`config.mk`:
```
export PLATFORM = sky130hd
export DESIGN_NAME = alu_sequencer_flat
export DESIGN_NICKNAME = d
export VERILOG_FILES = /design/src/rtl/cpu_alu_pkg.sv /design/src/rtl/alu_sequencer_if.sv /design/src/rtl/alu_op_remap.sv /design/src/rtl/alu_sequencer.sv /design/src/flat_wrapper.sv
export SDC_FILE = /design/constraint.sdc
export NUM_CORES = 1
export LEC_CHECK = 0
export BUFFER_PORTS_ARGS = -buffer_cell sky130_fd_sc_hd__clkbuf_2
export CORE_MARGIN = 5
export CORE_UTILIZATION = 29
export DETAILED_ROUTE_END_ITERATION = 12
export GPL_ROUTABILITY_DRIVEN = 0
export GPL_TIMING_DRIVEN = 0
export PLACE_DENSITY_LB_ADDON = 0.2
export SETUP_SLACK_MARGIN = 0.02
export SYNTH_ARGS = -nofsm -noshare
export SYNTH_HDL_FRONTEND = slang
export SYNTH_SLANG_ARGS = --single-unit
```
`constraint.sdc`:
```
create_clock -name clk -period 4.9 [get_ports clk]
set_clock_uncertainty 0.15 [all_clocks]
set_input_delay 0.98 -clock clk [delete_from_list [all_inputs] [get_ports clk]]
set_output_delay 0.98 -clock clk [all_outputs]
set_load 0.005 [all_outputs]
```
`src/rtl/cpu_alu_pkg.sv`:
```
// Opcode encodings, sequencer state encoding and counter width shared by the
// ALU, the control unit and the ALU sequencer.
package cpu_alu_pkg;

    localparam logic [4:0] OpLd   = 5'd0;
    localparam logic [4:0] OpLdi  = 5'd1;
    localparam logic [4:0] OpSt   = 5'd2;
    localparam logic [4:0] OpAdd  = 5'd3;
    localparam logic [4:0] OpSub  = 5'd4;
    localparam logic [4:0] OpShr  = 5'd5;
    localparam logic [4:0] OpShra = 5'd6;
    localparam logic [4:0] OpShl  = 5'd7;
    localparam logic [4:0] OpRor  = 5'd8;
    localparam logic [4:0] OpRol  = 5'd9;
    localparam logic [4:0] OpAnd  = 5'd10;
    localparam logic [4:0] OpOr   = 5'd11;
    localparam logic [4:0] OpAddi = 5'd12;
    localparam logic [4:0] OpAndi = 5'd13;
    localparam logic [4:0] OpOri  = 5'd14;
    localparam logic [4:0] OpMul  = 5'd15;
    localparam logic [4:0] OpDiv  = 5'd16;
    localparam logic [4:0] OpNeg  = 5'd17;
    localparam logic [4:0] OpNot  = 5'd18;

    localparam int unsigned CntWidth = 4;

    typedef enum logic [1:0] {
        StIdle = 2'd0,
        StExec = 2'd1,
        StResp = 2'd2
    } state_e;

    typedef enum logic [1:0] {
        ClassBasic = 2'd0,
        ClassMul   = 2'd1,
        ClassDiv   = 2'd2
    } op_class_e;

endpackage

```
`src/rtl/alu_sequencer_if.sv`:
```
// Request, ALU and response channels of the ALU sequencer. The sequencer takes
// the slave side; the control unit / ALU pair takes the master side.
interface alu_sequencer_if;

    logic        req_valid;
    logic        req_ready;
    logic [4:0]  req_op;
    logic [31:0] req_a;
    logic [31:0] req_b;

    logic [4:0]  alu_op;
    logic [31:0] alu_a;
    logic [31:0] alu_b;
    logic [63:0] alu_c;

    logic        resp_valid;
    logic        resp_ready;
    logic [31:0] resp_lo;
    logic [31:0] resp_hi;
    logic        resp_err;
    logic        busy;

    modport slave (
        input  req_valid, req_op, req_a, req_b, alu_c, resp_ready,
        output req_ready, alu_op, alu_a, alu_b, resp_valid, resp_lo, resp_hi, resp_err, busy
    );

    modport master (
        output req_valid, req_op, req_a, req_b, alu_c, resp_ready,
        input  req_ready, alu_op, alu_a, alu_b, resp_valid, resp_lo, resp_hi, resp_err, busy
    );

endinterface

```
`src/rtl/alu_op_remap.sv`:
```
// Maps a CPU instruction opcode onto the ALU function it needs, flags opcodes
// outside the instruction set and classifies the op for latency selection.
module alu_op_remap
    import cpu_alu_pkg::*;
(
    input  logic [4:0] cpu_op,
    output logic [4:0] alu_op,
    output logic       legal,
    output op_class_e  op_class
);

    always_comb begin
        alu_op   = cpu_op;
        legal    = (cpu_op <= OpNot);
        op_class = ClassBasic;
        case (cpu_op)
            // Address arithmetic and the immediate forms reuse the register ALU functions.
            OpLd, OpLdi, OpSt, OpAddi: alu_op = OpAdd;
            OpAndi:                    alu_op = OpAnd;
            OpOri:                     alu_op = OpOr;
            OpMul:                     op_class = ClassMul;
            OpDiv:                     op_class = ClassDiv;
            default: ;
        endcase
    end

endmodule

```
`src/rtl/alu_sequencer.sv`:
```
// Issues one request at a time to the 64-bit ALU, waits the opcode-dependent
// settle time, captures the result into Z-high/Z-low and returns it.
module alu_sequencer
    import cpu_alu_pkg::*;
#(
    parameter int unsigned MUL_CYCLES   = 1,
    parameter int unsigned DIV_CYCLES   = 4,
    parameter int unsigned BASIC_CYCLES = 1
) (
    input  logic clk,
    input  logic clr,
    alu_sequencer_if.slave bus
);

    localparam int unsigned MaxCycles = (1 << CntWidth) - 1;

    if (MUL_CYCLES < 1 || MUL_CYCLES > MaxCycles ||
        DIV_CYCLES < 1 || DIV_CYCLES > MaxCycles ||
        BASIC_CYCLES < 1 || BASIC_CYCLES > MaxCycles) begin : g_bad_cfg
        $error("alu_sequencer: cycle parameters must lie in 1..%0d", MaxCycles);
    end

    localparam logic [CntWidth-1:0] MulInit   = CntWidth'(MUL_CYCLES - 1);
    localparam logic [CntWidth-1:0] DivInit   = CntWidth'(DIV_CYCLES - 1);
    localparam logic [CntWidth-1:0] BasicInit = CntWidth'(BASIC_CYCLES - 1);

    logic [4:0]          remap_op;
    logic                remap_legal;
    op_class_e           remap_class;
    logic [CntWidth-1:0] cnt_init;

    state_e              state_q;
    logic [CntWidth-1:0] cnt_q;
    logic [4:0]          op_q;
    logic [31:0]         a_q;
    logic [31:0]         b_q;
    logic [31:0]         lo_q;
    logic [31:0]         hi_q;
    logic                err_q;
    logic                valid_q;

    alu_op_remap u_remap (
        .cpu_op   (bus.req_op),
        .alu_op   (remap_op),
        .legal    (remap_legal),
        .op_class (remap_class)
    );

    always_comb begin
        cnt_init = BasicInit;
        case (remap_class)
            ClassMul: cnt_init = MulInit;
            ClassDiv: cnt_init = DivInit;
            default:  cnt_init = BasicInit;
        endcase
    end

    // Operand latches double as the ALU drivers: they are zero outside EXEC so
    // the ALU sees the ld pass-through with zero operands whenever idle.
    always_ff @(posedge clk or negedge clr) begin
        if (!clr) begin
            state_q <= StIdle;
            cnt_q   <= '0;
            op_q    <= '0;
            a_q     <= '0;
            b_q     <= '0;
            lo_q    <= '0;
            hi_q    <= '0;
            err_q   <= 1'b0;
            valid_q <= 1'b0;
        end else begin
            case (state_q)
                StIdle: begin
                    if (bus.req_valid) begin
                        if (remap_legal) begin
                            op_q    <= remap_op;
                            a_q     <= bus.req_a;
                            b_q     <= bus.req_b;
                            cnt_q   <= cnt_init;
                            state_q <= StExec;
                        end else begin
                            lo_q    <= '0;
                            hi_q    <= '0;
                            err_q   <= 1'b1;
                            valid_q <= 1'b1;
                            state_q <= StResp;
                        end
                    end
                end
                StExec: begin
                    if (cnt_q != '0) begin
                        cnt_q <= cnt_q - 1'b1;
                    end else begin
                        hi_q    <= bus.alu_c[63:32];
                        lo_q    <= bus.alu_c[31:0];
                        err_q   <= 1'b0;
                        valid_q <= 1'b1;
                        op_q    <= '0;
                        a_q     <= '0;
                        b_q     <= '0;
                        state_q <= StResp;
                    end
                end
                StResp: begin
                    if (bus.resp_ready) begin
                        valid_q <= 1'b0;
                        state_q <= StIdle;
                    end
                end
                default: state_q <= StIdle;
            endcase
        end
    end

    assign bus.req_ready  = (state_q == StIdle);
    assign bus.busy       = (state_q != StIdle);
    assign bus.alu_op     = op_q;
    assign bus.alu_a      = a_q;
    assign bus.alu_b      = b_q;
    assign bus.resp_valid = valid_q;
    assign bus.resp_lo    = lo_q;
    assign bus.resp_hi    = hi_q;
    assign bus.resp_err   = err_q;

endmodule
```
`src/flat_wrapper.sv`:
```
// flat-port wrapper written by rule: the top's interface ports become plain ports
module alu_sequencer_flat import cpu_alu_pkg::*;
#(
    parameter int unsigned MUL_CYCLES   = 1,
    parameter int unsigned DIV_CYCLES   = 4,
    parameter int unsigned BASIC_CYCLES = 1
)
  (clk, clr, bus_req_valid, bus_req_op, bus_req_a, bus_req_b, bus_alu_c, bus_resp_ready, bus_req_ready, bus_alu_op, bus_alu_a, bus_alu_b, bus_resp_valid, bus_resp_lo, bus_resp_hi, bus_resp_err, bus_busy);
  alu_sequencer_if bus_i ();
  input  logic clk;
  input  logic clr;
  input wire logic [$bits(bus_i.req_valid)-1:0] bus_req_valid;
  input wire logic [$bits(bus_i.req_op)-1:0] bus_req_op;
  input wire logic [$bits(bus_i.req_a)-1:0] bus_req_a;
  input wire logic [$bits(bus_i.req_b)-1:0] bus_req_b;
  input wire logic [$bits(bus_i.alu_c)-1:0] bus_alu_c;
  input wire logic [$bits(bus_i.resp_ready)-1:0] bus_resp_ready;
  output wire logic [$bits(bus_i.req_ready)-1:0] bus_req_ready;
  output wire logic [$bits(bus_i.alu_op)-1:0] bus_alu_op;
  output wire logic [$bits(bus_i.alu_a)-1:0] bus_alu_a;
  output wire logic [$bits(bus_i.alu_b)-1:0] bus_alu_b;
  output wire logic [$bits(bus_i.resp_valid)-1:0] bus_resp_valid;
  output wire logic [$bits(bus_i.resp_lo)-1:0] bus_resp_lo;
  output wire logic [$bits(bus_i.resp_hi)-1:0] bus_resp_hi;
  output wire logic [$bits(bus_i.resp_err)-1:0] bus_resp_err;
  output wire logic [$bits(bus_i.busy)-1:0] bus_busy;
  assign bus_i.req_valid = bus_req_valid;
  assign bus_i.req_op = bus_req_op;
  assign bus_i.req_a = bus_req_a;
  assign bus_i.req_b = bus_req_b;
  assign bus_i.alu_c = bus_alu_c;
  assign bus_i.resp_ready = bus_resp_ready;
  assign bus_req_ready = bus_i.req_ready;
  assign bus_alu_op = bus_i.alu_op;
  assign bus_alu_a = bus_i.alu_a;
  assign bus_alu_b = bus_i.alu_b;
  assign bus_resp_valid = bus_i.resp_valid;
  assign bus_resp_lo = bus_i.resp_lo;
  assign bus_resp_hi = bus_i.resp_hi;
  assign bus_resp_err = bus_i.resp_err;
  assign bus_busy = bus_i.busy;
  alu_sequencer #(.MUL_CYCLES(MUL_CYCLES), .DIV_CYCLES(DIV_CYCLES), .BASIC_CYCLES(BASIC_CYCLES)) u_core (.clk(clk), .clr(clr), .bus(bus_i));
endmodule
```
==> report_table.html, run 1 <==
<table>
<tr><th>Metric</th><th>Value</th></tr>
<tr><th colspan="2">STA</th></tr>
<tr><td>Slew Limit Fails</td><td>0</td></tr>
<tr><td>Setup repair after global routing missed its margin</td><td>no</td></tr>
<tr><td>Number of hold-slack violations in the final timing report</td><td>0</td></tr>
<tr><td>Final worst path period share</td><td>a little over half</td></tr>
<tr><td>Final min period</td><td>2.642 ns</td></tr>
<tr><td>Fmax</td><td>378.4 MHz</td></tr>
<tr><td>Least-Margin Pin Slew</td><td>between 0.6 and 0.7 ns</td></tr>
<tr><td>Fin Setup TNS</td><td>0 ns</td></tr>
<tr><td>Count of endpoints failing setup in the final report</td><td>0</td></tr>
<tr><td>Worst setup slack after layout</td><td>2.258 ns</td></tr>
<tr><td>Relative slew slack</td><td>approximately 55%</td></tr>
<tr><th colspan="2">Drt</th></tr>
<tr><td>Vias</td><td>4263</td></tr>
<tr><td>Drt total wl</td><td>16.07 mm</td></tr>
<tr><td>Number of optimization iterations in the first detailed-route pass</td><td>4</td></tr>
<tr><td>Avg WL per Cell</td><td>between 15 and 20 microns</td></tr>
<tr><td>Antenna-violating nets left</td><td>0</td></tr>
<tr><td>Via density per instance</td><td>4.737</td></tr>
<tr><td>First-iteration detailed-routing DRC count</td><td>150</td></tr>
<tr><td>DRC violations left</td><td>0</td></tr>
<tr><th colspan="2">Global routing</th></tr>
<tr><td>Overall overflow remaining after global route</td><td>0</td></tr>
<tr><td>First-pass GRT wire length</td><td>24.34 mm</td></tr>
<tr><td>Largest net degree at the start of global routing</td><td>between 80 and 90</td></tr>
<tr><td>Vias in the first global route</td><td>about 4500</td></tr>
<tr><td>Total Routing Usage GR</td><td>15.04%</td></tr>
<tr><td>Number of antenna violations at the first check in global routing</td><td>1</td></tr>
<tr><th colspan="2">Layout</th></tr>
<tr><td>Layout overhead on the synthesized area</td><td>43.11%</td></tr>
<tr><td>Fraction of final layout cells with drive strength greater than 1</td><td>roughly 50%</td></tr>
<tr><td>Final Net Count</td><td>797</td></tr>
<tr><td>Fillers</td><td>~1700</td></tr>
<tr><td>Final core occ</td><td>41.93%</td></tr>
<tr><td>Post-layout instance area</td><td>7506 sq um</td></tr>
<tr><th colspan="2">Floorplan</th></tr>
<tr><td>Die Footprint</td><td>20880 sq um</td></tr>
<tr><td>Row Count</td><td>slightly below 50</td></tr>
<tr><td>IO Count</td><td>274</td></tr>
<tr><td>Core ar.</td><td>17900 sq um</td></tr>
<tr><td>Starting utilization of the core area</td><td>29.30%</td></tr>
<tr><td>Die width</td><td>144.5 microns</td></tr>
<tr><td>Die Y</td><td>approximately 140 microns</td></tr>
<tr><th colspan="2">Clock network</th></tr>
<tr><td>Hold-fix buffers, CTS</td><td>0</td></tr>
<tr><td>Number of resized instances in the post-cts repair step</td><td>0</td></tr>
<tr><td>Worst-case clock buffer depth</td><td>2</td></tr>
<tr><td>Root buf cell</td><td>clkbuf_16</td></tr>
<tr><td>Clock Pin Slew Worst Setup and Hold Paths</td><td>~0.060 ns</td></tr>
<tr><td>Maximum level of the CTS H-tree</td><td>4</td></tr>
<tr><td>Number of sinks driven by the clock tree</td><td>141</td></tr>
<tr><td>Clock latency reported for the late side of the worst-skew pair</td><td>0.41 ns</td></tr>
<tr><td>Total CTS buffers</td><td>17</td></tr>
<tr><td>Clock tree from TritonCTS</td><td>done</td></tr>
<tr><td>Number of setup buffers added after CTS</td><td>0</td></tr>
<tr><th colspan="2">Yosys</th></tr>
<tr><td>Number of warnings issued by yosys</td><td>0</td></tr>
<tr><td>Number of enable-type register cells in the synthesized netlist</td><td>0</td></tr>
<tr><td>Top_reg_cell synth</td><td>dfrtp_1</td></tr>
<tr><td>Number of synthesized register bits</td><td>around 140</td></tr>
<tr><td>Share of flip-flops with an asynchronous set or reset</td><td>100.0%</td></tr>
<tr><td>Top cells by area, synth</td><td>dfrtp_1 (67%), a22o_1 (21%), buf_2 (1.8%), inv_1 (0.64%), nor2_1 (0.64%)</td></tr>
<tr><td>Post-synthesis cell count</td><td>367</td></tr>
<tr><td>Avg Inst Size Synth</td><td>14.29 sq um</td></tr>
<tr><td>Sequential fraction of the synthesis area</td><td>67.27%</td></tr>
<tr><td>Portion of synthesized cell area occupied by the leading cell type</td><td>67.27%</td></tr>
<tr><td>Net Count, Synth</td><td>between 500 and 600</td></tr>
<tr><td>Number of distinct library cell variants in the gate-level netlist after synthesis</td><td>35</td></tr>
<tr><td>Post-synthesis cell area</td><td>about 5200 sq um</td></tr>
<tr><td>Biggest area consumer among synthesized cells</td><td>dfrtp_1</td></tr>
<tr><th colspan="2">Place</th></tr>
<tr><td>Post-Place Setup Slack</td><td>1.732 ns</td></tr>
<tr><td>Number of buffers added on ports</td><td>271</td></tr>
<tr><td>Post-placement cell area</td><td>6924 sq um</td></tr>
<tr><td>Placed wire-length estimate after detailed placement</td><td>12.39 mm</td></tr>
<tr><th colspan="2">Critical path</th></tr>
<tr><td>Ordered list of cells on the worst path</td><td>clkbuf_1 -&gt; a21boi_2 -&gt; o21bai_1 -&gt; buf_2 -&gt; buf_2 -&gt; a22o_1</td></tr>
<tr><td>Element type at the critical path start</td><td>primary input</td></tr>
<tr><td>Highest net fanout along the worst path</td><td>10</td></tr>
<tr><td>Data arrival time of the critical path</td><td>2.83 ns</td></tr>
<tr><td>CP most frequent cell</td><td>buf_2</td></tr>
<tr><td>Max stage delay on crit path</td><td>0.56 ns</td></tr>
<tr><td>Max stage delay cell, worst path</td><td>o21bai_1</td></tr>
<tr><td>Category of the critical setup timing path</td><td>in2reg</td></tr>
<tr><td>Critical Path End Type</td><td>register</td></tr>
<tr><td>Required time of the worst setup path</td><td>between 5 and 6 ns</td></tr>
<tr><td>Flop2flop setup slack</td><td>2.35 ns</td></tr>
<tr><th colspan="2">Power</th></tr>
<tr><td>Power per cell area</td><td>about 660 nW/um^2</td></tr>
<tr><td>Static leakage</td><td>4.060 nW</td></tr>
<tr><td>Maximum vdd drop</td><td>0.0002604 V</td></tr>
<tr><th colspan="2">Run status</th></tr>
<tr><td>Run status</td><td>finished clean</td></tr>
<tr><th colspan="2">Hold path</th></tr>
<tr><td>Path class of the lowest-slack min-delay path</td><td>reg2reg</td></tr>
<tr><th colspan="2">Job</th></tr>
<tr><td>Max-cap viol count</td><td>0</td></tr>
</table>
per-layer routing:
layer  wire length [microns]  vias to the layer above  track usage, %  part of all wire [%]
met5                      11                        -               0                 0.068
met4                     251                        2           4.860                   1.6
met3                    1931                       19           6.845                    12
met2                    7076                      202           22.97                    44
met1                    6795                     2062           19.09                    42
li1                        -                     1978               -                     -
registers in the layout (all words and copies together) (netlist names):
| name | flops |
|---|---|
| u_core.bus.alu_b | 32 |
| u_core.bus.resp_lo | 32 |
| u_core.bus.resp_valid | 1 |
| u_core.bus.alu_a | 32 |
| u_core.cnt_q | 4 |
| u_core.bus.resp_hi | 32 |
| u_core.bus.alu_op | 5 |
| u_core.bus.resp_err | 1 |
| u_core.state_q | 2 |
layout by cell type (no fill, tap or decap), types with 3 or more instances in the layout:
master        n
o21ai_0       4
buf_2        19
nor2b_1       5
inv_6         3
and2_1        3
clkinv_2      3
clkbuf_1      8
dfrtp_1     141
a22o_1      128
clkinvlp_4    4
inv_1         9
clkbuf_2    270
clkbuf_16    17
nand2_1       5
nor2_1        9
o21bai_1      3
metrics by stage:
step	std cells	hold WS [ns]	total power, mW
5_1_grt	899	0.3569	5.272
3_3_place_gp	867	0.3288	3.681
6_report	900	0.3453	4.939
2_1_floorplan	367	0.3373	2.831
3_5_place_dp	868	0.3302	3.724
4_1_cts	899	0.3504	5.020
kinds of logic (layout without fill, tap and decap cells):
family	Yosys count	in the layout	share of synthesized area (%)
adder cells (fa/ha/maj)	2	2	0.4770
buffers and inverters	39	342	3.387
other	0	1	0
multiplexers	4	4	0.8111
flip-flops	141	141	67.27
AO/OA/AOI/OAI	146	146	24.31
XOR/XNOR	2	2	0.3340
AND/OR/NAND/NOR	33	33	3.411
worst max-delay path, delay by kind of cell:
| kind | cells | cell delay, ns |
|---|---|---|
| compound gates | 3 | 0.85 |
| buf+inv | 3 | 1.00 |
cells in the mapped netlist, types with 2 or more instances:
cell type  count
nor2b_1        5
ha_1           2
clkbuf_1       8
a32o_1         2
o21ai_0        4
a22oi_1        2
xor2_1         2
mux2i_1        2
buf_2         19
nand2_1        5
dfrtp_1      141
or2_2          2
nor2_1         9
mux2_2         2
buf_4          2
nor3_1         2
inv_1          9
a22o_1       128
o21bai_1       3
and2_1         3
final timing paths:
path,endpoint,depth (start not counted),start
setup / recovery,u_core.bus.alu_b[23],6,bus_req_op[4]
hold / removal,u_core.bus.resp_lo[31],1,u_core.bus.resp_lo[31]
setup reg to reg,u_core.bus.alu_b[23],8,u_core.cnt_q[0]
hold reg to reg,u_core.bus.resp_lo[31],1,u_core.bus.resp_lo[31]
max in group asynchronous,u_core.bus.alu_a[29],2,clr
min in group asynchronous,u_core.bus.resp_hi[23],1,clr
report_power, final:
group | internal [mW] | switching [mW] | total, mW
sequential | 1.68 | 0.311 | 1.99
combinational | 0.890 | 0.793 | 1.68
clock | 0.762 | 0.502 | 1.26
layout make-up:
type | instances | area, sq um | area share [%]
repair buffers | 272 | 1393 | 18.55
plain buffers | 30 | 143.9 | 1.917
multi-input cells | 187 | 1539 | 20.50
inverters | 9 | 33.78 | 0.4501
clock buffers | 18 | 439.2 | 5.851
diodes | 1 | 2.502 | 0.03334
well taps | 229 | 286.5 | 3.817
flip-flops and latches | 141 | 3528 | 47.01
clock inverters | 13 | 140.1 | 1.867
(Power assumes the default switching activity.)
==> inputs of run 2 (changes only) <==
--- a/config.mk
+++ b/config.mk
@@ -5,6 +5,7 @@
 export SDC_FILE = /design/constraint.sdc
 export NUM_CORES = 1
 export LEC_CHECK = 0
+export ABC_AREA = 1
 export BUFFER_PORTS_ARGS = -buffer_cell sky130_fd_sc_hd__clkbuf_2
 export CORE_MARGIN = 5
 export CORE_UTILIZATION = 29
==> constraint.sdc (replaced) <==
create_clock -name clk -period 2.3 [get_ports clk]
set_clock_uncertainty 0.15 [all_clocks]
set_input_delay 0.46 -clock clk [delete_from_list [all_inputs] [get_ports clk]]
set_output_delay 0.46 -clock clk [all_outputs]
set_load 0.005 [all_outputs]
==> run 2 against run 1 <==
Clock-buffer cell count rose by 1; sequential share of layout area fell by 2.7 points; setup slack got worse by 1.8 ns; critical endpoint is now bus_busy; global-route usage rose by 0.17 points; die area rose by 6.7%; final area rose by 6.1%; sequential power rose by 110%; critical path type is now reg2out; wire length rose by 5.5%; cell count rose by 35%; flip-flop and latch count did not move; first-iteration DRC count rose by 20%.
==> report_table.html, run 2 <==
<table>
<tr><th>Metric</th><th>Value</th></tr>
<tr><th colspan="2">Clock network</th></tr>
<tr><td>Worst-case clock buffer depth</td><td>2 (unchanged)</td></tr>
<tr><td>Clock tree from TritonCTS</td><td>done (unchanged)</td></tr>
<tr><td>Root buf cell</td><td>clkbuf_16 (unchanged)</td></tr>
<tr><td>Maximum level of the CTS H-tree</td><td>4 (unchanged)</td></tr>
<tr><td>Clock latency reported for the late side of the worst-skew pair</td><td>0.41 ns (about the same)</td></tr>
<tr><td>Total CTS buffers</td><td>17 (unchanged)</td></tr>
<tr><td>Clock Pin Slew Worst Setup and Hold Paths</td><td>0.06 ns (about the same)</td></tr>
<tr><td>Number of setup buffers added after CTS</td><td>0 (unchanged)</td></tr>
<tr><td>Number of sinks driven by the clock tree</td><td>141 (unchanged)</td></tr>
<tr><th colspan="2">Yosys</th></tr>
<tr><td>Sequential fraction of the synthesis area</td><td>62.75% (was 67.27%)</td></tr>
<tr><td>Multiplexer share of the synthesized area</td><td>0% (was 0.8111%)</td></tr>
<tr><td>Most numerous cell in the Yosys netlist</td><td>nand2_1 (was dfrtp_1)</td></tr>
<tr><td>Top_reg_cell synth</td><td>dfrtp_1 (unchanged)</td></tr>
<tr><td>Share of flip-flops with an asynchronous set or reset</td><td>100.0% (unchanged)</td></tr>
<tr><td>Portion of synthesized cell area occupied by the leading cell type</td><td>62.75% (was 67.27%)</td></tr>
<tr><td>Synth Area in Compound Gates</td><td>1.535% (was 24.31%)</td></tr>
<tr><td>Leading cell types by count after synthesis</td><td>nand2_1 (355), dfrtp_1 (141), nand3_1 (69) (was dfrtp_1 (141), a22o_1 (128), buf_2 (19))</td></tr>
<tr><td>Share of synthesized cell area in full adder, half adder and majority cells</td><td>0.4450% (was 0.4771%)</td></tr>
<tr><td>Top cells by area, synth</td><td>dfrtp_1 (63%), nand2_1 (24%), nand3_1 (6.1%), buf_2 (1.3%), clkbuf_1 (0.87%) (was dfrtp_1 (67%), a22o_1 (21%), buf_2 (1.8%), inv_1 (0.64%), nor2_1 (0.64%))</td></tr>
<tr><td>Post-synthesis cell area</td><td>5623 sq um (was 5245 sq um)</td></tr>
<tr><td>Synth Area in Simple Gates</td><td>31.20% (was 3.411%)</td></tr>
<tr><td>Number of distinct library cell variants in the gate-level netlist after synthesis</td><td>24 (was 35)</td></tr>
<tr><td>Net Count, Synth</td><td>783 (was 506)</td></tr>
<tr><td>Biggest area consumer among synthesized cells</td><td>dfrtp_1 (unchanged)</td></tr>
<tr><td>Xor and xnor fraction of the mapped netlist area</td><td>0% (was 0.3340%)</td></tr>
<tr><td>Number of warnings issued by yosys</td><td>0 (unchanged)</td></tr>
<tr><td>Number of synthesized register bits</td><td>141 (unchanged)</td></tr>
<tr><td>Avg Inst Size Synth</td><td>8.731 sq um (was 14.29 sq um)</td></tr>
<tr><td>Dominant combinational cell family by area after synthesis</td><td>simple AND/OR/NAND/NOR gates (was compound AO/OA/AOI/OAI gates)</td></tr>
<tr><td>Number of enable-type register cells in the synthesized netlist</td><td>0 (unchanged)</td></tr>
<tr><td>Post-synthesis cell count</td><td>644 (was 367)</td></tr>
<tr><th colspan="2">Layout</th></tr>
<tr><td>Commonest non-fill, non-tap cell in the layout</td><td>nand2_1 (was clkbuf_2)</td></tr>
<tr><td>Layout overhead on the synthesized area</td><td>41.63% (was 43.11%)</td></tr>
<tr><td>Diodes inserted</td><td>0 (was 1)</td></tr>
<tr><td>Fraction of final layout cells with drive strength greater than 1</td><td>35.19% (was 49.70%)</td></tr>
<tr><td>Most frequent cells in the layout</td><td>nand2_1 (355), clkbuf_2 (272), dfrtp_1 (141) (was clkbuf_2 (270), dfrtp_1 (141), a22o_1 (128))</td></tr>
<tr><td>Fillers</td><td>2041 (was 1720)</td></tr>
<tr><td>Final Net Count</td><td>1077 (was 797)</td></tr>
<tr><td>Non-filler instance count after layout</td><td>1214 (was 900)</td></tr>
<tr><th colspan="2">Global routing</th></tr>
<tr><td>Overall overflow remaining after global route</td><td>0 (unchanged)</td></tr>
<tr><td>Total Routing Usage GR</td><td>15.21% (was 15.04%)</td></tr>
<tr><td>Largest net degree at the start of global routing</td><td>92 (was 82)</td></tr>
<tr><td>Vias in the first global route</td><td>5059 (was 4469)</td></tr>
<tr><td>Number of antenna violations at the first check in global routing</td><td>1 (unchanged)</td></tr>
<tr><td>First-pass GRT wire length</td><td>26.64 mm (was 24.34 mm)</td></tr>
<tr><th colspan="2">STA</th></tr>
<tr><td>Hold WS</td><td>0.08325 ns (was 0.3453 ns)</td></tr>
<tr><td>Count of endpoints failing setup in the final report</td><td>0 (unchanged)</td></tr>
<tr><td>Fin Setup TNS</td><td>0 ns (unchanged)</td></tr>
<tr><td>Number of hold-slack violations in the final timing report</td><td>0 (unchanged)</td></tr>
<tr><td>Final min period</td><td>1.870 ns</td></tr>
<tr><td>Slew Limit Fails</td><td>0 (unchanged)</td></tr>
<tr><td>Final worst path period share</td><td>81.29%</td></tr>
<tr><td>Least-Margin Pin Slew</td><td>0.4860 ns (was 0.6806 ns)</td></tr>
<tr><td>Fmax</td><td>approximately 530 MHz</td></tr>
<tr><td>Relative slew slack</td><td>67.60% (was 54.53%)</td></tr>
<tr><td>Setup repair after global routing missed its margin</td><td>no (unchanged)</td></tr>
<tr><th colspan="2">Power</th></tr>
<tr><td>Maximum vdd drop</td><td>0.0005522 V (was 0.0002604 V)</td></tr>
<tr><td>Internal Dissipation</td><td>7.059 mW (was 3.333 mW)</td></tr>
<tr><td>Clock network fraction of total power</td><td>24.5% (was 25.6%)</td></tr>
<tr><td>Power share of the sequential group</td><td>36.5% (was 40.3%)</td></tr>
<tr><td>Power per cell area</td><td>1434 nW/um^2 (was 658.0 nW/um^2)</td></tr>
<tr><td>Pwr Total</td><td>11.42 mW (was 4.939 mW)</td></tr>
<tr><td>Power share of the combinational group</td><td>39.0% (was 34.1%)</td></tr>
<tr><td>Static leakage</td><td>4.675 nW (was 4.060 nW)</td></tr>
<tr><td>Net switching share of the total power</td><td>38.21% (was 32.52%)</td></tr>
<tr><td>Psw</td><td>4.364 mW (was 1.606 mW)</td></tr>
<tr><th colspan="2">Run status</th></tr>
<tr><td>Run status</td><td>finished clean (unchanged)</td></tr>
<tr><th colspan="2">Drt</th></tr>
<tr><td>Drt total wl</td><td>16.96 mm (was 16.07 mm)</td></tr>
<tr><td>Avg WL per Cell</td><td>13.97 microns (was 17.85 microns)</td></tr>
<tr><td>Number of optimization iterations in the first detailed-route pass</td><td>4 (unchanged)</td></tr>
<tr><td>Antenna-violating nets left</td><td>0 (unchanged)</td></tr>
<tr><td>Vias</td><td>5094 (was 4263)</td></tr>
<tr><td>Via density per instance</td><td>4.196 (was 4.737)</td></tr>
<tr><td>First-iteration detailed-routing DRC count</td><td>180 (was 150)</td></tr>
<tr><td>DRC violations left</td><td>0 (unchanged)</td></tr>
<tr><th colspan="2">Floorplan</th></tr>
<tr><td>Row Count</td><td>51 (was 49)</td></tr>
<tr><td>Die Y</td><td>149.2 microns (was 144.5 microns)</td></tr>
<tr><td>Die Footprint</td><td>22270 sq um (was 20880 sq um)</td></tr>
<tr><td>Die width</td><td>149.2 microns (was 144.5 microns)</td></tr>
<tr><td>Starting utilization of the core area</td><td>29.18% (was 29.30%)</td></tr>
<tr><td>Core ar.</td><td>19270 sq um (was 17900 sq um)</td></tr>
<tr><td>IO Count</td><td>274 (unchanged)</td></tr>
<tr><th colspan="2">Critical path</th></tr>
<tr><td>Data arrival time of the critical path</td><td>1.26 ns (was 2.83 ns)</td></tr>
<tr><td>Origin of the worst setup path</td><td>u_core.state_q[1] (was bus_req_op[4])</td></tr>
<tr><td>Highest net fanout along the worst path</td><td>4 (was 10)</td></tr>
<tr><td>Reg-to-reg critical path startpoint</td><td>u_core.cnt_q[0] (unchanged)</td></tr>
<tr><td>Endpoint of the most critical register-to-register path</td><td>u_core.bus.alu_b[2] (was u_core.bus.alu_b[23])</td></tr>
<tr><td>Element type at the critical path start</td><td>register (was primary input)</td></tr>
<tr><td>Required time of the worst setup path</td><td>1.69 ns (was 5.09 ns)</td></tr>
<tr><td>R2R depth</td><td>8 (unchanged)</td></tr>
<tr><td>Critical Path End Type</td><td>output pin (was register)</td></tr>
<tr><td>Flop2flop setup slack</td><td>0.45 ns (was 2.35 ns)</td></tr>
<tr><td>Category of the critical setup timing path</td><td>reg2out (was in2reg)</td></tr>
<tr><th colspan="2">Place</th></tr>
<tr><td>Number of buffers added on ports</td><td>273 (was 271)</td></tr>
<tr><td>Placed wire-length estimate after detailed placement</td><td>12.67 mm (was 12.39 mm)</td></tr>
<tr><td>Instance count after placement with tap cells included</td><td>1183 (was 868)</td></tr>
<tr><th colspan="2">Hold path</th></tr>
<tr><td>End of the worst hold path</td><td>u_core.bus.alu_a[14] (was u_core.bus.resp_lo[31])</td></tr>
<tr><td>Number of cells on the worst hold path</td><td>3 (was 1)</td></tr>
<tr><td>Path class of the lowest-slack min-delay path</td><td>in2reg (was reg2reg)</td></tr>
<tr><td>Worst min-delay path startpoint</td><td>bus_req_a[14] (was u_core.bus.resp_lo[31])</td></tr>
<tr><th colspan="2">Job</th></tr>
<tr><td>Max-cap viol count</td><td>0 (unchanged)</td></tr>
</table>
run 2: worst max path at each step:
stage / endpoint / slack (ns) / cells after the start
2_1_floorplan: u_core.bus.resp_hi[10] / 0.71 / 9
3_3_place_gp: u_core.bus.alu_b[17] / -2.02 / 1
3_5_place_dp: u_core.bus.alu_a[8] / 0.29 / 9
4_1_cts: u_core.bus.alu_b[2] / 0.36 / 8
5_1_grt: u_core.bus.alu_a[1] / 0.24 / 8
6_report: bus_busy / 0.43 / 3
run 2: layer usage:
layer / vias to the layer above / global-route usage, % / wire length, microns
met2: 146 / 23.87 / 8171
met3: 25 / 4.679 / 1026
li1: 2595 / - / -
met4: 2 / 6.133 / 470
met5: - / 0 / 7
met1: 2326 / 19.65 / 7281
run 2: timing repair:
item	in CTS	in global routing
gates resized for setup	0	0
endpoints found under the hold margin	50	0
hold buffers	1	0
run 2: area by class of cell:
cell class | instances | area (sq um) | area share, %
Multi-Input combinational cell | 455 | 1866 | 23.42
Tap cell | 265 | 331.6 | 4.163
Sequential cell | 141 | 3528 | 44.30
Inverter | 14 | 52.55 | 0.6599
Buffer | 34 | 176.4 | 2.215
Clock inverter | 11 | 143.9 | 1.807
Timing Repair Buffer | 275 | 1413 | 17.74
Clock buffer | 19 | 452.9 | 5.687
run 2: worst max-delay path, stage by stage, from the launching register on:
cell,delay (ns)
dfrtp_1,0.41
nor2_2,0.26
inv_1,0.07
clkbuf_2,0.11
run 2: power groups by stage:
stage          registers [mW]  logic (mW)  clock network, mW
4_1_cts                  4.16        4.59               2.90
6_report                 4.17        4.46               2.80
5_1_grt                  4.30        5.14               2.99
3_5_place_dp             4.17        4.61                  0
2_1_floorplan            4.25        2.38                  0
3_3_place_gp             4.17        4.54                  0
run 2: metrics by stage:
| stage | setup slack [ns] | instance area (sq um) | util, % |
|---|---|---|---|
| final | 0.4304 | 7964 | 41.33 |
| after floorplan | 0.7089 | 5623 | - |
| after detailed placement | 0.2860 | 7357 | 38.18 |
| after global routing | 0.2432 | 7964 | 41.33 |
| after global placement | -2.019 | 7321 | 37.99 |
| after CTS | 0.3632 | 7964 | 41.33 |
run 2: kinds of logic after synthesis:
family | count (synthesis)
AND/OR/NAND/NOR | 438
flip-flops | 141
AO/OA/AOI/OAI | 15
adder cells (fa/ha/maj) | 2
buffers and inverters | 48
==> inputs of run 3 (changes only) <==
--- a/config.mk
+++ b/config.mk
@@ -5,7 +5,7 @@
 export SDC_FILE = /design/constraint.sdc
 export NUM_CORES = 1
 export LEC_CHECK = 0
-export ABC_AREA = 1
+export ABC_AREA = 0
 export BUFFER_PORTS_ARGS = -buffer_cell sky130_fd_sc_hd__clkbuf_2
 export CORE_MARGIN = 5
 export CORE_UTILIZATION = 29
==> constraint.sdc (replaced) <==
create_clock -name clk -period 1.65 [get_ports clk]
set_clock_uncertainty 0.15 [all_clocks]
set_input_delay 0.33 -clock clk [delete_from_list [all_inputs] [get_ports clk]]
set_output_delay 0.33 -clock clk [all_outputs]
set_load 0.005 [all_outputs]
==> run 3 against run 2 <==
The flow now finishes with violations (negative setup slack); non-clock buffer count is 143 higher; power increased by 46%; critical endpoint is now u_core.bus.resp_hi[28]; die area shrank 6.3%; critical path depth is 5 higher; final area grew 19%; register-to-register slack lost 0.80 ns; combinational power up 50%; flip-flop and latch count is the same; core utilization rose by 12 points.
==> report_table.html, run 3 (synthesis results as in run 1) <==
<table>
<tr><th>Metric</th><th>Value</th></tr>
<tr><th colspan="2">Hold path</th></tr>
<tr><td>Path class of the lowest-slack min-delay path</td><td>in2reg (unchanged)</td></tr>
<tr><td>Worst min-delay path startpoint</td><td>bus_resp_ready (was bus_req_a[14])</td></tr>
<tr><td>Number of cells on the worst hold path</td><td>4 (was 3)</td></tr>
<tr><td>End of the worst hold path</td><td>u_core.state_q[1] (was u_core.bus.alu_a[14])</td></tr>
<tr><th colspan="2">Place</th></tr>
<tr><td>Number of buffers added on ports</td><td>271 (was 273)</td></tr>
<tr><td>Post-placement cell area</td><td>7043 sq um (was 7357 sq um)</td></tr>
<tr><td>Placed wire-length estimate after detailed placement</td><td>11.89 mm (was 12.67 mm)</td></tr>
<tr><th colspan="2">Clock network</th></tr>
<tr><td>Clock latency reported for the late side of the worst-skew pair</td><td>0.41 ns (about the same)</td></tr>
<tr><td>Maximum level of the CTS H-tree</td><td>4 (unchanged)</td></tr>
<tr><td>Clock Pin Slew Worst Setup and Hold Paths</td><td>0.06 ns (about the same)</td></tr>
<tr><td>Clock tree from TritonCTS</td><td>done (unchanged)</td></tr>
<tr><td>Root buf cell</td><td>clkbuf_16 (unchanged)</td></tr>
<tr><td>Number of sinks driven by the clock tree</td><td>141 (unchanged)</td></tr>
<tr><td>Total CTS buffers</td><td>17 (unchanged)</td></tr>
<tr><td>Worst-case clock buffer depth</td><td>2 (unchanged)</td></tr>
<tr><th colspan="2">Drt</th></tr>
<tr><td>Antenna-violating nets left</td><td>0 (unchanged)</td></tr>
<tr><td>DRC violations left</td><td>0 (unchanged)</td></tr>
<tr><td>Number of optimization iterations in the first detailed-route pass</td><td>4 (unchanged)</td></tr>
<tr><td>Avg WL per Cell</td><td>17.49 microns (was 13.97 microns)</td></tr>
<tr><td>Drt total wl</td><td>18.39 mm (was 16.96 mm)</td></tr>
<tr><td>Vias</td><td>4941 (was 5094)</td></tr>
<tr><td>First-iteration detailed-routing DRC count</td><td>133 (was 180)</td></tr>
<tr><td>Via density per instance</td><td>4.701 (was 4.196)</td></tr>
<tr><th colspan="2">Floorplan</th></tr>
<tr><td>Die Y</td><td>144.5 microns (was 149.2 microns)</td></tr>
<tr><td>Row Count</td><td>49 (was 51)</td></tr>
<tr><td>Core ar.</td><td>17900 sq um (was 19270 sq um)</td></tr>
<tr><td>Die width</td><td>144.5 microns (was 149.2 microns)</td></tr>
<tr><td>Die Footprint</td><td>20880 sq um (was 22270 sq um)</td></tr>
<tr><td>IO Count</td><td>274 (unchanged)</td></tr>
<tr><td>Starting utilization of the core area</td><td>29.30% (was 29.18%)</td></tr>
<tr><th colspan="2">Power</th></tr>
<tr><td>Power share of the combinational group</td><td>40.0% (was 39.0%)</td></tr>
<tr><td>Psw</td><td>5.248 mW (was 4.364 mW)</td></tr>
<tr><td>Maximum vdd drop</td><td>0.0009227 V (was 0.0005522 V)</td></tr>
<tr><td>Power per cell area</td><td>1758 nW/um^2 (was 1434 nW/um^2)</td></tr>
<tr><td>Static leakage</td><td>4.927 nW (was 4.675 nW)</td></tr>
<tr><td>Internal Dissipation</td><td>11.40 mW (was 7.059 mW)</td></tr>
<tr><td>Net switching share of the total power</td><td>31.52% (was 38.21%)</td></tr>
<tr><td>Clock network fraction of total power</td><td>24.3% (was 24.5%)</td></tr>
<tr><td>Power share of the sequential group</td><td>35.7% (was 36.5%)</td></tr>
<tr><th colspan="2">Critical path</th></tr>
<tr><td>Required time of the worst setup path</td><td>1.80 ns (was 1.69 ns)</td></tr>
<tr><td>Endpoint of the most critical register-to-register path</td><td>u_core.bus.resp_hi[28] (was u_core.bus.alu_b[2])</td></tr>
<tr><td>Data arrival time of the critical path</td><td>2.15 ns (was 1.26 ns)</td></tr>
<tr><td>Flop2flop setup slack</td><td>-0.35 ns (was 0.45 ns)</td></tr>
<tr><td>Highest net fanout along the worst path</td><td>10 (was 4)</td></tr>
<tr><td>R2R depth</td><td>8 (unchanged)</td></tr>
<tr><td>Critical Path End Type</td><td>register (was output pin)</td></tr>
<tr><td>Category of the critical setup timing path</td><td>reg2reg (was reg2out)</td></tr>
<tr><td>Reg-to-reg critical path startpoint</td><td>u_core.cnt_q[0] (unchanged)</td></tr>
<tr><td>Element type at the critical path start</td><td>register (unchanged)</td></tr>
<tr><th colspan="2">Layout</th></tr>
<tr><td>Fraction of final layout cells with drive strength greater than 1</td><td>46.89% (was 35.19%)</td></tr>
<tr><td>Layout overhead on the synthesized area</td><td>80.53% (was 41.63%)</td></tr>
<tr><td>Area occupied by multi-input gates</td><td>1640 sq um (was 1866 sq um)</td></tr>
<tr><td>Final core occ</td><td>52.89% (was 41.33%)</td></tr>
<tr><td>Commonest non-fill, non-tap cell in the layout</td><td>clkbuf_2 (was nand2_1)</td></tr>
<tr><td>Fillers</td><td>1484 (was 2041)</td></tr>
<tr><td>Most frequent cells in the layout</td><td>clkbuf_2 (272), dfrtp_1 (139), a22o_1 (128) (was nand2_1 (355), clkbuf_2 (272), dfrtp_1 (141))</td></tr>
<tr><td>Post-layout instance area</td><td>9469 sq um (was 7964 sq um)</td></tr>
<tr><td>Sequential cell area</td><td>3531 sq um (was 3528 sq um)</td></tr>
<tr><td>Final Net Count</td><td>947 (was 1077)</td></tr>
<tr><th colspan="2">STA</th></tr>
<tr><td>Least-Margin Pin Slew</td><td>0.5215 ns (was 0.4860 ns)</td></tr>
<tr><td>Count of endpoints failing setup in the final report</td><td>137 (was 0)</td></tr>
<tr><td>Relative slew slack</td><td>65.23% (was 67.60%)</td></tr>
<tr><td>Fin Setup TNS</td><td>-42.17 ns (was 0 ns)</td></tr>
<tr><td>Final worst path period share</td><td>121.3%</td></tr>
<tr><td>Slew Limit Fails</td><td>0 (unchanged)</td></tr>
<tr><td>Fmax</td><td>499.5 MHz</td></tr>
<tr><td>Final min period</td><td>2.002 ns</td></tr>
<tr><td>Setup repair after global routing missed its margin</td><td>yes (was no)</td></tr>
<tr><td>Worst setup slack after layout</td><td>-0.3518 ns (was 0.4304 ns)</td></tr>
<tr><td>Hold WS</td><td>0.02404 ns (was 0.08325 ns)</td></tr>
<tr><td>Number of hold-slack violations in the final timing report</td><td>0 (unchanged)</td></tr>
<tr><th colspan="2">Global routing</th></tr>
<tr><td>Total Routing Usage GR</td><td>17.15% (was 15.21%)</td></tr>
<tr><td>Vias in the first global route</td><td>5415 (was 5059)</td></tr>
<tr><td>Largest net degree at the start of global routing</td><td>82 (was 92)</td></tr>
<tr><td>First-pass GRT wire length</td><td>27.83 mm (was 26.64 mm)</td></tr>
<tr><td>Overall overflow remaining after global route</td><td>0 (unchanged)</td></tr>
<tr><td>Number of antenna violations at the first check in global routing</td><td>0 (was 1)</td></tr>
<tr><th colspan="2">Job</th></tr>
<tr><td>Max-cap viol count</td><td>0 (unchanged)</td></tr>
<tr><th colspan="2">Run status</th></tr>
<tr><td>Run status</td><td>finished, violations left (was finished clean)</td></tr>
<tr><td>Violations in the final reports</td><td>negative setup slack</td></tr>
</table>
## run 3: changes by cell type in the layout (fill, tap and decap cells not counted), sizes merged, moves of 5 or more
cell / before / now
nand2: 356 / 5
a22o: 0 / 128
dlygate4sd3: 1 / 125
nand3: 70 / 1
buf: 22 / 46
clkbuf: 305 / 299
o21ai: 10 / 4
nor2b: 0 / 5
## run 3: how the worst max path moves through the flow
| stage | from | to | slack (ns) |
|---|---|---|---|
| after floorplan | u_core.cnt_q[0] | u_core.cnt_q[2] | -0.16 |
| after global placement | clr | u_core.bus.alu_a[18] | -2.21 |
| after detailed placement | bus_req_op[1] | u_core.bus.alu_b[17] | -0.63 |
| after CTS | u_core.cnt_q[0] | u_core.bus.resp_hi[18] | -0.30 |
| after global routing | u_core.cnt_q[0] | u_core.bus.resp_lo[19] | -0.42 |
| final | u_core.cnt_q[0] | u_core.bus.resp_hi[28] | -0.35 |
## run 3: power by group through the flow
| stage | Sequential (mW) | Clock, mW | Combinational (mW) |
|---|---|---|---|
| 2_1_floorplan | 5.97 | 0 | 2.66 |
| 3_3_place_gp | 5.92 | 0 | 5.21 |
| 3_5_place_dp | 5.91 | 0 | 5.32 |
| 4_1_cts | 5.90 | 4.15 | 6.57 |
| 5_1_grt | 6.13 | 4.29 | 7.24 |
| 6_report | 5.94 | 4.05 | 6.67 |
## run 3: what timing repair did
| item | CTS | global route |
|---|---|---|
| hold buffers | 124 | 1 |
| setup endpoints to repair | 142 | 141 |
| cloned | 8 | 2 |
| resized for setup | 51 | 7 |
| pin swaps | 33 | 14 |
| hold endpoints to repair | 183 | 1 |
| buffers inserted | 15 | 0 |
## run 3: per-layer routing
layer | wire length (microns) | track usage (%) | vias to the layer above
met3 | 1556 | 5.522 | 26
li1 | - | - | 2285
met5 | 0 | 0 | -
met1 | 7503 | 20.03 | 2404
met2 | 8916 | 29.48 | 226
met4 | 410 | 6.382 | 0
## run 3: metrics by stage
step,cells,setup slack [ns],total power [mW]
after floorplan,367,-0.1608,8.629
after global placement,867,-2.205,11.13
after detailed placement,868,-0.6275,11.23
after CTS,1047,-0.2999,16.62
after global routing,1050,-0.4208,17.65
final,1051,-0.3518,16.65
## run 3: layout make-up
type | instances | area share [%]
clock buffers | 18 | 4.532
clock inverters | 14 | 2.048
plain buffers | 30 | 3.924
flip-flops and latches | 141 | 37.29
multi-input cells | 187 | 17.32
diodes | 1 | 0.02643
inverters | 9 | 0.3568
repair buffers | 422 | 31.47
well taps | 229 | 3.026
## run 3: worst max-delay path, stage by stage (launching register included)
cell and delay, ns:
dfrtp_1 0.39, inv_2 0.09, ha_4 0.13, nor3b_4 0.26
a32oi_2 0.09, or2_4 0.28, buf_8 0.14, buf_6 0.14
a22o_1 0.19
